$ cat config.mk
export PLATFORM = sky130hd
export DESIGN_NAME = qei_multimode
export DESIGN_NICKNAME = d
export VERILOG_FILES = /design/src/rtl/qei_multimode.sv
export SDC_FILE = /design/constraint.sdc
export NUM_CORES = 1
export LEC_CHECK = 0
export CAP_MARGIN = 40
export CORE_ASPECT_RATIO = 0.6
export CORE_MARGIN = 10
export CORE_UTILIZATION = 54
export CTS_CLUSTER_DIAMETER = 200
export DETAILED_ROUTE_END_ITERATION = 7
export GPL_TIMING_DRIVEN = 0
export PLACE_DENSITY = 0.89
export RECOVER_POWER = 50
export SYNTH_ARGS = -nofsm -noshare
export SYNTH_HDL_FRONTEND = slang
export SYNTH_SLANG_ARGS = --single-unit
$ cat constraint.sdc
create_clock -name clk -period 4.5 [get_ports clk]
set_input_delay 1.125 -clock clk [delete_from_list [all_inputs] [get_ports clk]]
set_output_delay 1.125 -clock clk [all_outputs]
set_load 0.01 [all_outputs]
$ cat src/rtl/qei_multimode.sv
// Quadrature encoder interface: synchronised and filtered A/B/I inputs, x1/x2/x4 decode,
// index capture/zeroing, preload, illegal-transition flag and windowed velocity.
`timescale 1ns/1ps
module qei_multimode #(
    parameter int unsigned CNT_W    = 16,
    parameter int unsigned FILT_LEN = 3,
    parameter int unsigned WIN_CYC  = 1024,
    parameter int unsigned VEL_W    = 12
) (
    input  logic             clk,
    input  logic             rst,
    input  logic             enc_a,
    input  logic             enc_b,
    input  logic             enc_i,
    input  logic [1:0]       mode,
    input  logic             idx_zero_en,
    input  logic             load,
    input  logic [CNT_W-1:0] load_val,
    input  logic             status_clr,
    output logic [CNT_W-1:0] count,
    output logic             dir,
    output logic             step,
    output logic [CNT_W-1:0] idx_cnt,
    output logic             idx_seen,
    output logic             err,
    output logic [VEL_W-1:0] vel,
    output logic             vel_valid
);

    localparam int unsigned FCW   = $clog2(FILT_LEN + 1);
    localparam int unsigned ARM_N = FILT_LEN + 3;
    localparam int unsigned AW    = $clog2(ARM_N + 1);
    localparam int unsigned WW    = $clog2(WIN_CYC);

    localparam logic signed [VEL_W-1:0] VMAX = {1'b0, {(VEL_W-1){1'b1}}};
    localparam logic signed [VEL_W-1:0] VMIN = -VMAX;
    localparam logic signed [VEL_W-1:0] VONE = 1;

    typedef enum logic [1:0] {
        MODE_X4  = 2'b00,
        MODE_X2  = 2'b01,
        MODE_X1  = 2'b10,
        MODE_X4B = 2'b11
    } mode_t;

    typedef enum logic [1:0] {
        TR_NONE,
        TR_FWD,
        TR_BWD,
        TR_ILL
    } trans_t;

    // bit 2 = A, bit 1 = B, bit 0 = I
    logic [2:0]           sync1, sync2, filt, prev;
    logic [FCW-1:0]       fcnt [3];
    logic [AW-1:0]        arm_cnt;
    logic [WW-1:0]        wcnt;
    logic signed [VEL_W-1:0] delta, delta_nxt;

    trans_t               trans;
    logic                 counted;
    logic                 armed;
    logic                 stp_fwd, stp_bwd, ill, idx_ev, win_end;
    logic [CNT_W-1:0]     count_nxt;

    always_ff @(posedge clk) begin
        if (rst) begin
            sync1 <= '0;
            sync2 <= '0;
            filt  <= '0;
            prev  <= '0;
            for (int unsigned i = 0; i < 3; i++) fcnt[i] <= '0;
        end else begin
            sync1 <= {enc_a, enc_b, enc_i};
            sync2 <= sync1;
            prev  <= filt;
            for (int unsigned i = 0; i < 3; i++) begin
                if (sync2[i] != filt[i]) begin
                    if (fcnt[i] == FCW'(FILT_LEN - 1)) begin
                        filt[i] <= sync2[i];
                        fcnt[i] <= '0;
                    end else begin
                        fcnt[i] <= fcnt[i] + FCW'(1);
                    end
                end else begin
                    fcnt[i] <= '0;
                end
            end
        end
    end

    assign armed   = (arm_cnt == AW'(ARM_N));
    assign win_end = (wcnt == WW'(WIN_CYC - 1));

    always_comb begin
        trans = TR_NONE;
        case ({prev[2:1], filt[2:1]})
            4'b0001, 4'b0111, 4'b1110, 4'b1000: trans = TR_FWD;
            4'b0100, 4'b1101, 4'b1011, 4'b0010: trans = TR_BWD;
            4'b0011, 4'b1100, 4'b0110, 4'b1001: trans = TR_ILL;
            default:                            trans = TR_NONE;
        endcase

        counted = 1'b1;
        case (mode_t'(mode))
            MODE_X2: counted = prev[2] ^ filt[2];
            MODE_X1: counted = (trans == TR_FWD && prev[2:1] == 2'b01) ||
                               (trans == TR_BWD && prev[2:1] == 2'b11);
            default: counted = 1'b1;
        endcase

        stp_fwd = armed && (trans == TR_FWD) && counted;
        stp_bwd = armed && (trans == TR_BWD) && counted;
        ill     = armed && (trans == TR_ILL);
        idx_ev  = armed && filt[0] && !prev[0];

        count_nxt = count;
        if (load)                          count_nxt = load_val;
        else if (idx_ev && idx_zero_en)    count_nxt = '0;
        else if (stp_fwd)                  count_nxt = count + CNT_W'(1);
        else if (stp_bwd)                  count_nxt = count - CNT_W'(1);

        delta_nxt = delta;
        if (stp_fwd && delta != VMAX)      delta_nxt = delta + VONE;
        else if (stp_bwd && delta != VMIN) delta_nxt = delta - VONE;
    end

    always_ff @(posedge clk) begin
        if (rst) begin
            count     <= '0;
            dir       <= 1'b0;
            step      <= 1'b0;
            idx_cnt   <= '0;
            idx_seen  <= 1'b0;
            err       <= 1'b0;
            vel       <= '0;
            vel_valid <= 1'b0;
            arm_cnt   <= '0;
            wcnt      <= '0;
            delta     <= '0;
        end else begin
            count <= count_nxt;
            if (stp_fwd || stp_bwd) dir <= stp_fwd;
            step <= stp_fwd || stp_bwd;
            if (idx_ev) idx_cnt <= count;

            // a set in the same cycle as status_clr wins
            if (idx_ev)          idx_seen <= 1'b1;
            else if (status_clr) idx_seen <= 1'b0;
            if (ill)             err <= 1'b1;
            else if (status_clr) err <= 1'b0;

            if (!armed) arm_cnt <= arm_cnt + AW'(1);

            vel_valid <= win_end;
            if (win_end) begin
                vel   <= delta_nxt;
                delta <= '0;
                wcnt  <= '0;
            end else begin
                delta <= delta_nxt;
                wcnt  <= wcnt + WW'(1);
            end
        end
    end

endmodule

==> run metrics <==
GRT Total Usage 20.4%; CTS sink count 92; Final setup viols 0; initial antenna violation count 0; total CTS buffers 9; DR iter-0 viols 544; Mapped Area 4580 um2; cell taking the most area after synthesis dfxtp_1; drt pass-1 iters 5; Critical R2R Launch filt[1]$_SDFFE_PP0P_; RSZ-0062 raised after global routing yes; EDFF count, synth 6; Max IR drop VDD 226 uV; WL per Instance 18.2 um; Max Slew Vio Count 0; Worst Tran Pin Value 0.626 ns; CP Max Fanout 21; Worst Setup Path Type in2reg; Root Driver clkbuf_16; # rows 25; share of layout cells above drive strength 1 8.50%; CTS H-Tree Depth 3; HPWL after DPL 9880 um; number of vias in the routed layout 4,368; Seq cells post-synth 92; synth warn 0; TritonCTS clock tree built; clk_lat worst skew 0.34 ns; final worst path period share 96.9%; Die Y 91.3 um; Worst Hold Path EP vel[6]$_SDFFE_PP0P_; maxcap violations 0; GP Congestion 0.968; leakage power 2.35 nW; CP required 4.79 ns; post-DR vias/cell 5.88; Post-CTS Hold Buffers 0; Routed Antenna Nets 0; largest net degree at the start of global routing 22; HP Class reg2reg; GR Overflow Total 0; top post-synthesis cells by area dfxtp_1 (38%), ha_1 (7.4%), nand2_1 (5.3%); final wirelength 13,500 um; Worst slew margin 57.2%; nature of the critical path startpoint input port; commonest non-fill, non-tap cell in the layout dfxtp_1; number of global-route vias before repair 4,181; R2R Setup Slk 1.32 ns; Yosys top cell area share 37.6%; Hold Startpoint vel[6]$_SDFFE_PP0P_; worst r2r dst count[15]$_SDFFE_PP0P_; clk buf depth 2; starting density of the core 56.7%; outcome completed; Final Skew 0.00751 ns; cells after synthesis 534; Avg Cell Area, Syn 8.57 um2; Fillers 599; Final nets 684; reg2reg path depth 14; die width 139 um; global-route wire length before repair 21,500 um; Final Core Density 73.7%; Core ar. 8070 um2; Netlist cell types 60; io pins 75; worst slack, placed -0.638 ns; Clock transition at path regs 0.07 ns; pwr/cell area 334 nW/um2; setup ws final 0.137 ns; WP data arrival 4.65 ns; Max Clk Rate 0.229 GHz; WHS Path Cells 2; number of diodes 0; crit path time final 4.36 ns; DRC errors left 0; Area Overhead vs Synth 30.1%; count of input and output buffers 74; fraction of registers with async set or reset after synthesis 0%; Die ar. 12,700 um2; Seq/Total Area, Yosys 41.6%; Top FF cell, synth dfxtp_1; Hold Violations, Final 0; commonest non-fill, non-tap cells in the layout dfxtp_1 (86), nand2_1 (65), nor2_1 (62); Setup crit end kind flip-flop
[worst max path at each step]
stage,from,to,slack (ns),depth (start not counted)
after floorplan,mode[0],count[15]$_SDFFE_PP0P_,0.49,14
after global placement,mode[0],count[15]$_SDFFE_PP0P_,-0.51,15
after detailed placement,mode[0],count[15]$_SDFFE_PP0P_,-0.64,15
after CTS,mode[0],count[15]$_SDFFE_PP0P_,0.03,15
after global routing,mode[0],count[15]$_SDFFE_PP0P_,-0.02,16
final,mode[0],count[15]$_SDFFE_PP0P_,0.14,16
[routing by layer]
metal / global-route usage (%) / vias up / routed length (um)
li1: - / 2066 / -
met1: 27.7 / 2080 / 6410
met2: 29.4 / 197 / 5610
met3: 7.85 / 25 / 1330
met4: 5.71 / 0 / 195
met5: 0 / - / 0
[power breakdown]
part / leakage, nW / switching, mW / internal [mW]
Combinational: 1.43 / 0.164 / 0.141
Sequential: 0.761 / 0.0277 / 0.845
Clock: 0.159 / 0.325 / 0.485
[registers in the layout, summed over array words and instances, names as in the netlist, 6 cells and up]
register,cells
wcnt,10
delta,12
idx_cnt,16
fcnt,6
vel,12
count,16
[final cells by class]
type                       instances  area (um2)  share of cell area, %
clock buffer                       9         225                   3.78
multi-input combinational        405        2620                   44.1
sequential                        92        1900                   32.0
tap                              108         135                   2.27
timing repair buffer              80         786                   13.2
clock inverter                     7        88.8                   1.49
inverter                          19        78.8                   1.32
buffer                            23         113                   1.89
[kinds of logic after synthesis]
group	after synthesis	share of synthesized area (%)
and+or+nand+nor	200	20.9
AOI/OAI and AO/OA	129	17.5
DFF	92	41.6
buffers and inverters	42	4.02
xor gates and xnor gates	38	7.27
adders and majority gates	28	7.82
muxes	4	0.875
other	1	0.0820
[repair_timing]
item                                    in CTS  in global routing
endpoints found under the setup margin       7                  7
setup buffers                                2                  4
pin swaps                                    2                  7
endpoints found under the hold margin        0                  0
gates resized for setup                      7                 18
[cell usage after synthesis, types with 10 or more instances]
| master | instances |
|---|---|
| a211oi_1 | 14 |
| a21oi_1 | 45 |
| clkbuf_1 | 15 |
| dfxtp_1 | 86 |
| ha_1 | 27 |
| inv_1 | 18 |
| nand2_1 | 65 |
| nand3_1 | 13 |
| nor2_1 | 62 |
| nor2b_1 | 11 |
| nor3_1 | 10 |
| o21ai_0 | 19 |
| xnor2_1 | 20 |
| xor2_1 | 18 |
[worst max-delay path: stages]
cell	delay, ns
clkdlybuf4s50_1	0.52
inv_1	0.09
ha_4	0.28
nand3b_1	0.10
a211o_1	0.33
a21oi_4	0.25
inv_8	0.12
ha_2	0.34
a21oi_1	0.22
o211ai_1	0.12
buf_4	0.18
a31oi_4	0.16
a21oi_1	0.11
mux2i_1	0.17
or4_1	0.43
nand3_1	0.09
[per-stage QoR]
stage               cells  area, um2  power, mW  setup TNS [ns]  hold slack [ns]
finish                743       5950       1.99               0            0.445
CTS                   739       5830       1.97               0            0.450
global placement      721       5470       1.15           -3.18            0.422
global route          743       5950       2.06         -0.0241            0.464
floorplan             539       4590       1.06               0            0.414
detailed placement    721       5470       1.16           -4.47            0.433
Power figures use the tool's default switching activity.
